`config.mk`:
```
export PLATFORM = sky130hd
export DESIGN_NAME = job_arbiter
export DESIGN_NICKNAME = d
export VERILOG_FILES = /design/src/rtl/job_arbiter.sv
export SDC_FILE = /design/constraint.sdc
export NUM_CORES = 1
export LEC_CHECK = 0
export ABC_CLOCK_PERIOD_IN_PS = 1200
export BUFFER_PORTS_ARGS = -buffer_cell sky130_fd_sc_hd__buf_2
export CELL_PAD_IN_SITES_DETAIL_PLACEMENT = 0
export CELL_PAD_IN_SITES_GLOBAL_PLACEMENT = 2
export CORE_MARGIN = 2
export CORE_UTILIZATION = 23
export DETAILED_ROUTE_END_ITERATION = 8
export GPL_TIMING_DRIVEN = 0
export PLACE_DENSITY_LB_ADDON = 0.1
export SLEW_MARGIN = 30
export SYNTH_ARGS = -nofsm -noshare
export SYNTH_HDL_FRONTEND = slang
export SYNTH_SLANG_ARGS = --single-unit
```
`constraint.sdc`:
```
create_clock -name clock -period 1.2 [get_ports clock]
set_input_delay 0.12 -clock clock [delete_from_list [all_inputs] [get_ports clock]]
set_output_delay 0.12 -clock clock [all_outputs]
set_load 0.01 [all_outputs]
```
`src/rtl/job_arbiter.sv`:
```
// -----------------------------------------------------------------------------
// job_arbiter
//
// Round-robin arbiter that lets NREQ requesters share one job engine. Each job
// runs through the sequence IDLE -> START -> WAIT -> DONE -> IDLE:
//   IDLE  : pick the first requesting index at or after the rr pointer
//   START : one-cycle eng_start pulse to the engine, grant and eng_id valid
//   WAIT  : hold grant until eng_done (or, optionally, a timeout)
//   DONE  : one-cycle ack to the owner, with err; rr pointer advances past it
//
// Optional feature macro: JOB_ARBITER_TIMEOUT_EN
//   Defined   : WAIT is bounded to TIMEOUT cycles; a timed-out job ends with
//               err = 1. If eng_done and the timeout coincide, eng_done wins.
//   Undefined : WAIT ends only on eng_done, err is constant 0, TIMEOUT unused.
//
// Parameters
//   NREQ      number of requesters (2..8)
//   TIMEOUT   maximum WAIT cycles before forced completion (>= 2)
//
// Ports
//   clock      in   single clock, all state on the rising edge
//   reset      in   synchronous, active-high reset
//   req        in   [NREQ]   per-requester job request (level, held until ack)
//   grant      out  [NREQ]   one-hot owner of the engine, zero when idle
//   ack        out  [NREQ]   one-cycle completion pulse to the owner
//   err        out           valid with ack; 1 = job ended by timeout
//   eng_start  out           one-cycle start pulse to the engine
//   eng_id     out  [clog2]  index of the current owner (0 when idle)
//   eng_done   in            engine completion pulse, only honoured in WAIT
//
// Outputs are decoded from registered state only, so no input reaches an
// output combinationally.
// -----------------------------------------------------------------------------
module job_arbiter #(
  parameter int NREQ    = 4,
  parameter int TIMEOUT = 64
) (
  input  logic                      clock,
  input  logic                      reset,
  input  logic [NREQ-1:0]           req,
  output logic [NREQ-1:0]           grant,
  output logic [NREQ-1:0]           ack,
  output logic                      err,
  output logic                      eng_start,
  output logic [$clog2(NREQ)-1:0]   eng_id,
  input  logic                      eng_done
);

  localparam int IDW = $clog2(NREQ);

  // Reject illegal configurations at elaboration time.
  if (NREQ < 2 || NREQ > 8 || TIMEOUT < 2) begin : g_param_check
    $error("job_arbiter: NREQ must be 2..8 and TIMEOUT >= 2");
  end

  typedef enum logic [1:0] {
    IDLE  = 2'd0,
    START = 2'd1,
    WAIT  = 2'd2,
    DONE  = 2'd3
  } state_t;

  state_t           state;
  state_t           state_nxt;
  logic [IDW-1:0]   owner;
  logic [IDW-1:0]   rr_ptr;
  logic [NREQ-1:0]  owner_oh;
  logic             sel_valid;
  logic [IDW-1:0]   sel_idx;
  logic             timeout_hit;
  logic             job_err;

  // Index that sits 'off' places after 'base', wrapping modulo NREQ. Works for
  // NREQ values that are not a power of two.
  function automatic logic [IDW-1:0] rot_idx(input logic [IDW-1:0] base,
                                             input int             off);
    int sum;
    sum = int'(base) + off;
    if (sum >= NREQ) sum = sum - NREQ;
    return IDW'(sum);
  endfunction

  // Round-robin search: scanning from the farthest offset down to the pointer
  // lets the nearest requester (first at or after rr_ptr) win.
  // NOTE: every combinational output gets a default before any branch so that
  // no path leaves it unassigned; otherwise a latch would be inferred.
  always_comb begin
    sel_valid = 1'b0;
    sel_idx   = '0;
    for (int i = NREQ - 1; i >= 0; i--) begin
      if (req[rot_idx(rr_ptr, i)]) begin
        sel_valid = 1'b1;
        sel_idx   = rot_idx(rr_ptr, i);
      end
    end
  end

  assign owner_oh = NREQ'(1) << owner;

  // ---------------------------------------------------------------------------
  // FSM: state register
  // NOTE: reset is sampled on the clock edge (synchronous), and sequential
  // state uses non-blocking assignment so every register updates from the
  // pre-edge values regardless of block ordering.
  // ---------------------------------------------------------------------------
  always_ff @(posedge clock) begin
    if (reset) state <= IDLE;
    else       state <= state_nxt;
  end

  // ---------------------------------------------------------------------------
  // FSM: next-state logic. eng_done is only looked at in WAIT, so stray pulses
  // elsewhere have no effect.
  // ---------------------------------------------------------------------------
  always_comb begin
    state_nxt = state;
    case (state)
      IDLE:  if (sel_valid) state_nxt = START;
      START: state_nxt = WAIT;
      WAIT:  if (eng_done || timeout_hit) state_nxt = DONE;
      DONE:  state_nxt = IDLE;
    endcase
  end

  // ---------------------------------------------------------------------------
  // FSM: output decode (state + owner registers only)
  // ---------------------------------------------------------------------------
  always_comb begin
    grant     = '0;
    ack       = '0;
    err       = 1'b0;
    eng_start = 1'b0;
    eng_id    = '0;
    case (state)
      IDLE: ;
      START: begin
        grant     = owner_oh;
        eng_start = 1'b1;
        eng_id    = owner;
      end
      WAIT: begin
        grant  = owner_oh;
        eng_id = owner;
      end
      DONE: begin
        grant  = owner_oh;
        ack    = owner_oh;
        err    = job_err;
        eng_id = owner;
      end
    endcase
  end

  // ---------------------------------------------------------------------------
  // Owner and round-robin pointer. Owner is latched once per job in IDLE, so a
  // requester dropping req mid-job does not disturb the running job.
  // ---------------------------------------------------------------------------
  always_ff @(posedge clock) begin
    if (reset) begin
      owner  <= '0;
      rr_ptr <= '0;
    end else begin
      if (state == IDLE && sel_valid) owner <= sel_idx;
      if (state == DONE) begin
        rr_ptr <= (owner == IDW'(NREQ - 1)) ? '0 : owner + 1'b1;
      end
    end
  end

`ifdef JOB_ARBITER_TIMEOUT_EN
  // ---------------------------------------------------------------------------
  // WAIT timeout. The counter is cleared in START so it reads 0 on the first
  // WAIT cycle; reaching TIMEOUT-1 ends the job after TIMEOUT WAIT cycles.
  // ---------------------------------------------------------------------------
  localparam int CW = $clog2(TIMEOUT + 1);

  logic [CW-1:0] wait_cnt;
  logic          err_q;

  assign timeout_hit = (wait_cnt == CW'(TIMEOUT - 1));

  always_ff @(posedge clock) begin
    if (reset) begin
      wait_cnt <= '0;
      err_q    <= 1'b0;
    end else begin
      if (state == START) begin
        wait_cnt <= '0;
      end else if (state == WAIT && !eng_done && !timeout_hit) begin
        wait_cnt <= wait_cnt + 1'b1;
      end
      // Refreshed every WAIT cycle; the value from the final WAIT cycle is the
      // one presented in DONE. eng_done takes precedence over the timeout.
      if (state == WAIT) err_q <= timeout_hit && !eng_done;
    end
  end

  assign job_err = err_q;
`else
  assign timeout_hit = 1'b0;
  assign job_err     = 1'b0;
`endif

endmodule

```
After elaboration in Yosys (flattened, before gate mapping)
Index checks and enable logic that the tools add are counted.

word-level totals
  bits in registers = 6
  output and inout bits = 12

cells by class
  add/sub/neg operators = 8
  order comparisons = 8
  eq/ne operators = 6
  shifts and indexed selects = 1
  multiplexer cells = 28
  reduce and logical (&&, ||, !) cells = 4

operators by type and width
  cell                                                                count
  2-to-1 mux 2 bit                                                    12
  less-than comparator 2 x 3 -> 1 bit (second input constant)         4
  greater-or-equal comparator 3 bit (second input constant)           3
  2-to-1 mux 1 bit                                                    9
  binary-select mux 1 bit (select 2 bit)                              4
  2-to-1 mux 4 bit                                                    2
  case mux 2 bit (4 select lines)                                     1
  subtractor 2 x 1 -> 2 bit (second input constant)                   4
  adder 2 x 2 -> 3 bit (second input constant)                        2
  == test 2 bit (second input constant)                               3
  inequality test 2 bit (second input constant)                       2
  left shift 1 x 2 -> 4 bit (first input constant)                    1
  adder 2 x 1 -> 3 bit (second input constant)                        1
  greater-or-equal comparator 2 x 3 -> 1 bit (second input constant)  1
  OR reduction 3 bit                                                  1
  adder 2 x 1 -> 2 bit (second input constant)                        1
  == test 2 x 1 -> 1 bit (second input constant)                      1
  logical NOT 2 bit                                                   1
  AND reduction 2 bit                                                 1
  logical AND 1 bit                                                   1

Depth between registers and ports, before layout
Gate-level depths: netlist of run 1.

  depth after elaboration = 11
  depth in mapped cells = 5

Least setup slack after synthesis of run 1
Ideal clock, no wire load.

  kind = register -> register
  start point = register state[0]
  end point = register state[0]
  arrival time = 1093 ps
  required time = 1121 ps
  setup slack = 28 ps
  stages on the path, launching flop included = 5
  buffers on the path = 0
  period minus slack after synthesis = 1172 ps
  path through = dfxtp_1 -> inv_1 -> ha_1 -> a22o_2 -> a211oi_2

between the ends
  longest elaborated chain between the ends = 3
  elaborated cells on any way between the ends = 8

RTL lines
  what                                                line  RTL
  from (decl)                                         63    state_t state;
  from (signal assigned)                              108   else state <= state_nxt;
  == test 2 bit or logical NOT 2 bit (tied branches)  117   case (state)
  inequality test 2 bit (no line)                     n/a
  AND reduction 2 bit (no line)                       n/a

Parallel ways exist; a longest one is shown, timed or not.
A chain may end at the register's enable or synchronous reset.

Worst setup path after layout of run 1
  start point = register state[0]
  end point = output port grant[2]

between the ends
  longest elaborated chain between the ends = 3
  elaborated cells on any way between the ends = 5

RTL lines
  what                                                     line  RTL
  == test 2 bit or == test 2 x 1 -> 1 bit (tied branches)  134   case (state)
  OR reduction 3 bit (no line) (*)                         n/a
  2-to-1 mux 4 bit (*)                                     134
  to (decl)                                                41    output logic [NREQ-1:0] grant,

Every way passes the cells marked *; elsewhere a longest branch is shown, timed or not.

==> flow_summary.yaml, run 1 <==
cts:
  htreeDepth: 1
  clockBufferDepth: 2
  clock_latency_ns: 0.24
  numCtsBuffers: 3
  clkTransAtPathRegs_ns: 0.04
  cts_root_buf: "clkbuf_4"
  cts.sinks: 6
  hold_buffers: 0
  tritoncts: "done"
synthesis:
  ys_seq_elements: 6
  synth_edf_count: 0
  synth_nets: 76
  synth_ff_type: "dfxtp_1"
  avgSynthCellArea_sq_um: 8.72
  ys_types: 22
  synth.cell_area_sq_um: 523
  synth.yosys.seq_area_share: 0.230
  yosysWarnings: 0
  syn_inst: 60
  synthArstFlopShare: 0
power:
  power_switching_mw: 0.550
  pwr-share-clk: 0.137
  worst_ir_drop_vdd_uv: 842
  combPwrFrac: 0.574
  power_density_nw_per_um2: 1650
  p_leak_nw: 0.349
  swShare: 0.409
  seqPwrFrac: 0.290
  internal_power_mw: 0.795
worst_setup_path:
  cp-startpoint: "state[0]"
  endpoint_kind: "output port"
  worstPathMaxFanout: 6
  cp_top_family: "flip-flops"
  critPathKind: "register to output port"
  cp_cell_sequence: "inv_6 > ha_4 > nor2b_1 > buf_2"
  worstSetupStartpointType: "register"
  critPathSlowestCell: "dfxtp_4"
  cp_num_buf_inv: 2
  regToRegSetupSlack_ns: 0
  required_ns: 1.08
  critPathMaxStageDelay_ns: 0.38
  timing.rr.start: "state[0]"
  crit_arrival_ns: 1.10
die:
  dieHeight_um: 51.7
  die-area_sq_um: 2670
  coreArea_sq_um: 2190
  die_w_um: 51.7
  initial_core_util: 0.239
  num_rows: 17
  io_pins: 19
timing:
  slew_viol_final: 0
  period_share: 1.01
  timing.fmax_mhz: 823
  grt_setup_unrepaired: "true"
  period_minus_slack_ns: 1.22
  fin_worst_skew_ns: 0.00150
  whs_ns: 0.141
  hold_viol_final: 0
  timing.final.ws_setup_ns: -0.0152
  setup-violations-final: 5
route:
  firstDrtPassIters: 3
  drc: 0
  ant_nets: 0
  vias: 491
  routed_wl_mm: 1.14
  wl_per_cell_um: 10.2
  dr.first_iter.drc_count: 2
  routed_via_density: 4.38
job:
  cap_violations: 0
finish:
  drive_above_1_share: 0.536
  diodes: 0
  fin_nets: 102
  syn2layout_area_growth_pct: 56.0
  stdcell_count: 112
placement:
  io_buffer_count: 17
  dp.cells: 105
  gp_congestion: 0.725
  place_hpwl_um: 883
global_routing:
  grt_start_max_net_pins: 10
  grt_pass1_wl_mm: 1.86
  overflow: 0
  grt_pass1_vias: 421
  antenna_found_initial: 0
  grtUsageTotal: 0.0949
status:
  status: "complete, but fails checks"
  violations: "negative setup slack"
hold_path:
  min_path_type: "input port to register"
  worstHoldStart: "reset"
-- power groups by stage --
stage	clock network, mW	registers [mW]	logic, mW
finish	0.184	0.389	0.772
global route	0.207	0.401	0.854
CTS	0.192	0.376	0.695
detailed placement	0	0.318	0.593
global placement	0	0.317	0.597
floorplan	0	0.301	0.427
-- metal layers --
layer / global-route usage / vias to the layer above / share of wire
li1: - / 257 / -
met4: 0.0132 / 0 / 0
met5: 0 / - / 0
met2: 0.152 / 12 / 0.48
met1: 0.114 / 222 / 0.46
met3: 0.0517 / 0 / 0.059
-- metrics by stage --
| stage | setup TNS [ns] | worst slack, ns | total power, mW | util | area, sq um |
|---|---|---|---|---|---|
| 3_5_place_dp | -0.179 | -0.0869 | 0.912 | 0.294 | 643 |
| 6_report | -0.0345 | -0.0152 | 1.35 | 0.372 | 816 |
| 4_1_cts | -0.119 | -0.0317 | 1.26 | 0.336 | 736 |
| 2_1_floorplan | 0 | 0.0278 | 0.728 | - | 523 |
| 3_3_place_gp | -0.193 | -0.104 | 0.915 | 0.294 | 643 |
| 5_1_grt | -0.516 | -0.0711 | 1.46 | 0.372 | 816 |
-- sequential cells by signal, indices dropped and copies added, names as in the netlist --
| register | flops |
|---|---|
| owner | 2 |
| rr_ptr | 2 |
| state | 2 |
-- cell usage after synthesis (2+ instances only) --
master / n / share of area
ha_1: 9 / 0.22
nor2_1: 6 / 0.043
inv_1: 6 / 0.043
nand2b_1: 4 / 0.048
nand3b_1: 2 / 0.029
mux2i_1: 4 / 0.077
and2_1: 4 / 0.048
nor2b_1: 5 / 0.060
a21oi_1: 2 / 0.019
dfxtp_1: 6 / 0.23
-- worst register-to-register path: stages, from the launching register on --
cell	delay, ns
dfxtp_4	0.36
inv_6	0.07
ha_2	0.22
o41ai_2	0.11
o41ai_1	0.33
-- layout make-up --
class                   count  area, sq um
repair buffers             21          128
flip-flops and latches      6          135
well taps                  28         35.0
inverters                   6         35.0
plain buffers               1         7.51
fillers                   233         1380
multi-input cells          47          453
clock buffers               3         22.5
-- repair_timing --
item	4_1_cts	5_1_grt
endpoints found under the setup margin	13	13
hold endpoints to repair	0	0
setup buffers	2	2
pin swaps	4	5
cloned	0	0
gates resized for setup	22	12
-- final timing paths --
path	end	depth (start not counted)
setup / recovery	grant[2]	4
hold / removal	state[0]	2
setup reg to reg	owner[1]	4
hold reg to reg	state[1]	2
-- cell families (layout without fill, tap and decap cells) --
kind of cell / count (synthesis) / after routing / synth area share
AND/OR/NAND/NOR: 24 / 24 / 0.261
adder cells (fa/ha/maj): 9 / 9 / 0.215
AO/OA/AOI/OAI: 9 / 9 / 0.153
buffers and inverters: 7 / 31 / 0.0574
flip-flops: 6 / 6 / 0.230
multiplexers: 4 / 4 / 0.0766
other: 1 / 1 / 0.00717
-- placed cells by master, fill, tap and decap left out, drive strengths merged --
cell type | netlist | routed
buf | 1 | 22
nor2b | 5 | 5
clkbuf | 0 | 3
a211oi | 1 | 1
and2b | 1 | 1
nand2b | 4 | 4
nand3b | 2 | 2
ha | 9 | 9
dfxtp | 6 | 6
o221ai | 1 | 1
o41ai | 2 | 2
nand2 | 1 | 1
nor4 | 1 | 1
mux2i | 4 | 4
nor2 | 6 | 6
a22o | 1 | 1
o21ai | 1 | 1
inv | 6 | 6
conb | 1 | 1
a21oi | 2 | 2
and2 | 4 | 4
a311oi | 1 | 1
(Power assumes the default switching activity.)
==> inputs of run 2 (changes only) <==
--- a/config.mk
+++ b/config.mk
@@ -5,7 +5,7 @@
 export SDC_FILE = /design/constraint.sdc
 export NUM_CORES = 1
 export LEC_CHECK = 0
-export ABC_CLOCK_PERIOD_IN_PS = 1200
+export ABC_CLOCK_PERIOD_IN_PS = 1070
 export BUFFER_PORTS_ARGS = -buffer_cell sky130_fd_sc_hd__buf_2
 export CELL_PAD_IN_SITES_DETAIL_PLACEMENT = 0
 export CELL_PAD_IN_SITES_GLOBAL_PLACEMENT = 2
==> constraint.sdc (replaced) <==
create_clock -name clock -period 1.07 [get_ports clock]
set_input_delay 0.107 -clock clock [delete_from_list [all_inputs] [get_ports clock]]
set_output_delay 0.107 -clock clock [all_outputs]
set_load 0.01 [all_outputs]
==> flow_summary.yaml, run 2 (same netlist as run 1, synthesis figures left out) <==
worst_setup_path:
  crit_arrival_ns: 1.10
  critPathMaxStageDelay_ns: 0.40
  cp_cell_sequence: "inv_4 > ha_4 > nor2b_1 > buf_2"
  required_ns: 0.96
  critPathKind: "register to output port"
  critPathSlowestCell: "dfxtp_4"
  cp_num_buf_inv: 2
  endpoint_kind: "output port"
  cp_top_family: "flip-flops"
  worstPathMaxFanout: 4
  worstSetupStartpointType: "register"
die:
  die_w_um: 51.7
  dieHeight_um: 51.7
  io_pins: 19
  die-area_sq_um: 2670
  coreArea_sq_um: 2190
  num_rows: 17
  initial_core_util: 0.239
route:
  vias: 506
  ant_nets: 0
  routed_via_density: 4.32
  firstDrtPassIters: 2
  wl_per_cell_um: 11.2
  dr.first_iter.drc_count: 1
  routed_wl_mm: 1.31
  drc: 0
timing:
  setup-violations-final: 13
  timing.final.ws_setup_ns: -0.141
  timing.fmax_mhz: 826
  fin_worst_skew_ns: 0.00656
  setup-tns-final_ns: -1.32
  period_share: 1.13
  whs_ns: 0.156
  hold_viol_final: 0
  grt_setup_unrepaired: "true"
  slew_viol_final: 0
  period_minus_slack_ns: 1.21
cts:
  cts.sinks: 6
  clock_latency_ns: 0.25
  htreeDepth: 1
  hold_buffers: 0
  numCtsBuffers: 3
  clkTransAtPathRegs_ns: 0.05
  cts_root_buf: "clkbuf_4"
  clockBufferDepth: 2
  tritoncts: "done"
global_routing:
  antenna_found_initial: 0
  grtUsageTotal: 0.109
  grt_start_max_net_pins: 10
  overflow: 0
  grt_pass1_vias: 466
  grt_pass1_wl_mm: 2.11
power:
  p_leak_nw: 0.390
  power_density_nw_per_um2: 1910
  p_total_mw: 1.76
  worst_ir_drop_vdd_uv: 1020
finish:
  syn2layout_area_growth_pct: 76.6
  layout_commonest_cell: "buf_2"
  diodes: 0
  largestRegisters: "owner: 2 flops, rr_ptr: 2 flops, state: 2 flops"
  drive_above_1_share: 0.640
  fin_nets: 107
  layout_common_cells: "buf_2, buf_4, ha_4"
  fin_area_sq_um: 923
status:
  violations: "negative setup slack"
  status: "complete, but fails checks"
placement:
  placed_area_sq_um: 658
  gp_congestion: 0.723
  io_buffer_count: 17
  place_hpwl_um: 880
job:
  cap_violations: 0
hold_path:
  min_path_type: "input port to register"
[run 2: cell type report]
type                    count  area [sq um]
fillers                   231          1270
multi-input cells          47           504
repair buffers             26           181
flip-flops and latches      6           138
inverters                   6          35.0
well taps                  28          35.0
clock buffers               3          22.5
plain buffers               1          7.51
[run 2: power breakdown]
part | total, mW | leakage [nW] | internal (mW) | switching [mW]
Clock | 0.212 | 0.0138 | 0.127 | 0.0853
Sequential | 0.446 | 0.0528 | 0.319 | 0.128
Combinational | 1.10 | 0.324 | 0.606 | 0.494
[run 2: timing repair]
action / CTS / global route
setup endpoints to repair: 16 / 15
resized for setup: 29 / 13
pin swaps: 11 / 4
setup buffers: 6 / 3
[run 2: stage by stage]
stage / setup slack [ns] / util / std cells
floorplan: -0.0178 / - / 60
global placement: -0.130 / 0.300 / 105
detailed placement: -0.141 / 0.300 / 105
CTS: -0.142 / 0.384 / 114
global route: -0.198 / 0.421 / 117
finish: -0.141 / 0.421 / 117
[run 2: worst paths after layout]
check,startpoint,endpoint,slack [ns],depth (start not counted)
setup / recovery,owner[0],grant[2],-0.14,4
hold / removal,reset,state[0],0.16,2
setup reg to reg,state[1],state[0],-0.09,4
hold reg to reg,rr_ptr[1],rr_ptr[1],0.55,2
[run 2: layer usage]
layer | routed length (um) | vias to the layer above | global-route usage
met3 | 56 | 0 | 0.0603
met5 | 0 | - | 0
met2 | 682 | 10 | 0.179
met4 | 0 | 0 | 0
li1 | - | 262 | -
met1 | 574 | 234 | 0.133
==> inputs of run 3 (changes only) <==
--- a/config.mk
+++ b/config.mk
@@ -9,6 +9,7 @@
 export BUFFER_PORTS_ARGS = -buffer_cell sky130_fd_sc_hd__buf_2
 export CELL_PAD_IN_SITES_DETAIL_PLACEMENT = 0
 export CELL_PAD_IN_SITES_GLOBAL_PLACEMENT = 2
+export CORE_ASPECT_RATIO = 1.5
 export CORE_MARGIN = 2
 export CORE_UTILIZATION = 23
 export DETAILED_ROUTE_END_ITERATION = 8
==> flow_summary.yaml, run 3 (same netlist as run 1, synthesis figures left out) <==
status:
  status: "complete, but fails checks"
  violations: "negative setup slack"
timing:
  timing.fmax_mhz: 836
  period_share: 1.12
  hold_viol_final: 0
  period_minus_slack_ns: 1.20
  grt_setup_unrepaired: "true"
  setup-violations-final: 13
  slew_viol_final: 0
  fin_worst_skew_ns: 0.00391
  timing.final.ws_setup_ns: -0.126
cts:
  cts.sinks: 6
  clkTransAtPathRegs_ns: 0.05
  htreeDepth: 1
  numCtsBuffers: 3
  hold_buffers: 0
  cts_root_buf: "clkbuf_4"
  clockBufferDepth: 2
  clock_latency_ns: 0.24
  tritoncts: "done"
worst_setup_path:
  critPathKind: "register to output port"
  required_ns: 0.96
  cp_cell_sequence: "inv_4 > ha_4 > nor2b_1 > buf_2"
  critPathMaxStageDelay_ns: 0.39
  crit_arrival_ns: 1.09
  timing.rr.start: "state[1]"
  worstPathMaxFanout: 4
  endpoint_kind: "output port"
  critPathSlowestCell: "dfxtp_4"
  worstSetupStartpointType: "register"
  cp_top_family: "flip-flops"
  cp-startpoint: "owner[0]"
  cp_num_buf_inv: 2
route:
  wl_per_cell_um: 11.5
  routed_wl_mm: 1.23
  routed_via_density: 4.70
  dr.first_iter.drc_count: 12
  ant_nets: 0
  drc: 0
  vias: 503
  firstDrtPassIters: 4
power:
  power_density_nw_per_um2: 1930
  p_total_mw: 1.66
  worst_ir_drop_vdd_uv: 827
  p_leak_nw: 0.362
global_routing:
  grt_pass1_wl_mm: 2.09
  antenna_found_initial: 0
  grtUsageTotal: 0.106
  overflow: 0
  grt_start_max_net_pins: 10
  grt_pass1_vias: 467
placement:
  place_hpwl_um: 927
  io_buffer_count: 17
  dp.cells: 100
  gp_congestion: 0.703
finish:
  diodes: 0
  layout_commonest_cell: "buf_2"
  drive_above_1_share: 0.583
  largestRegisters: "owner: 2 flops, rr_ptr: 2 flops, state: 2 flops"
  stdcell_count: 107
  layout_common_cells: "buf_2, ha_4, nor2_1"
  fin_nets: 102
  syn2layout_area_growth_pct: 64.4
die:
  initial_core_util: 0.240
  die_w_um: 42.9
  coreArea_sq_um: 2180
  num_rows: 21
  io_pins: 19
  dieHeight_um: 62.4
  die-area_sq_um: 2680
job:
  cap_violations: 0
hold_path:
  worstHoldStart: "reset"
  min_path_type: "input port to register"
-- run 3: layout make-up --
class	instances	area, sq um
fillers	240	1320
inverters	6	40.0
well taps	23	28.8
clock buffers	3	22.5
multi-input cells	47	492
flip-flops and latches	6	135
plain buffers	1	7.51
repair buffers	21	134
-- run 3: routing by layer --
layer	global-route usage	vias to the layer above	part of all wire
li1	-	256	-
met1	0.121	222	0.40
met2	0.161	21	0.51
met3	0.0173	4	0.057
met4	0.0985	0	0.036
met5	0	-	0
-- run 3: path summary, 6_finish.rpt --
path	endpoint	slack, ns	cells after the start
setup / recovery	grant[2]	-0.13	4
hold / removal	state[0]	0.16	2
setup reg to reg	state[0]	-0.10	4
hold reg to reg	state[1]	0.54	2
-- run 3: report_power, final --
part           leakage [nW]  total [mW]  internal [mW]  switching (mW)
combinational         0.297        1.00          0.535           0.469
sequential           0.0518       0.447          0.317           0.130
clock                0.0138       0.211          0.127          0.0837
-- run 3: what timing repair did --
item | 4_1_cts | 5_1_grt
gates cloned | 0 | 0
setup buffers | 2 | 2
pin swaps | 9 | 7
resized for setup | 28 | 10
setup endpoints to repair | 16 | 15
-- run 3: worst register-to-register path, stage by stage (launching register included) --
cell	delay [ns]
dfxtp_4	0.37
buf_4	0.14
ha_4	0.15
a22o_4	0.26
a211oi_2	0.16
-- run 3: per-stage QoR --
step | setup TNS (ns) | utilization | hold slack (ns) | cell area [sq um] | setup slack [ns]
floorplan | -0.0321 | - | 0.164 | 538 | -0.0178
global placement | -0.470 | 0.299 | 0.399 | 652 | -0.146
detailed placement | -0.545 | 0.299 | 0.395 | 652 | -0.144
CTS | -1.45 | 0.365 | 0.158 | 797 | -0.138
global route | -2.17 | 0.394 | 0.167 | 860 | -0.186
finish | -1.33 | 0.394 | 0.160 | 860 | -0.126
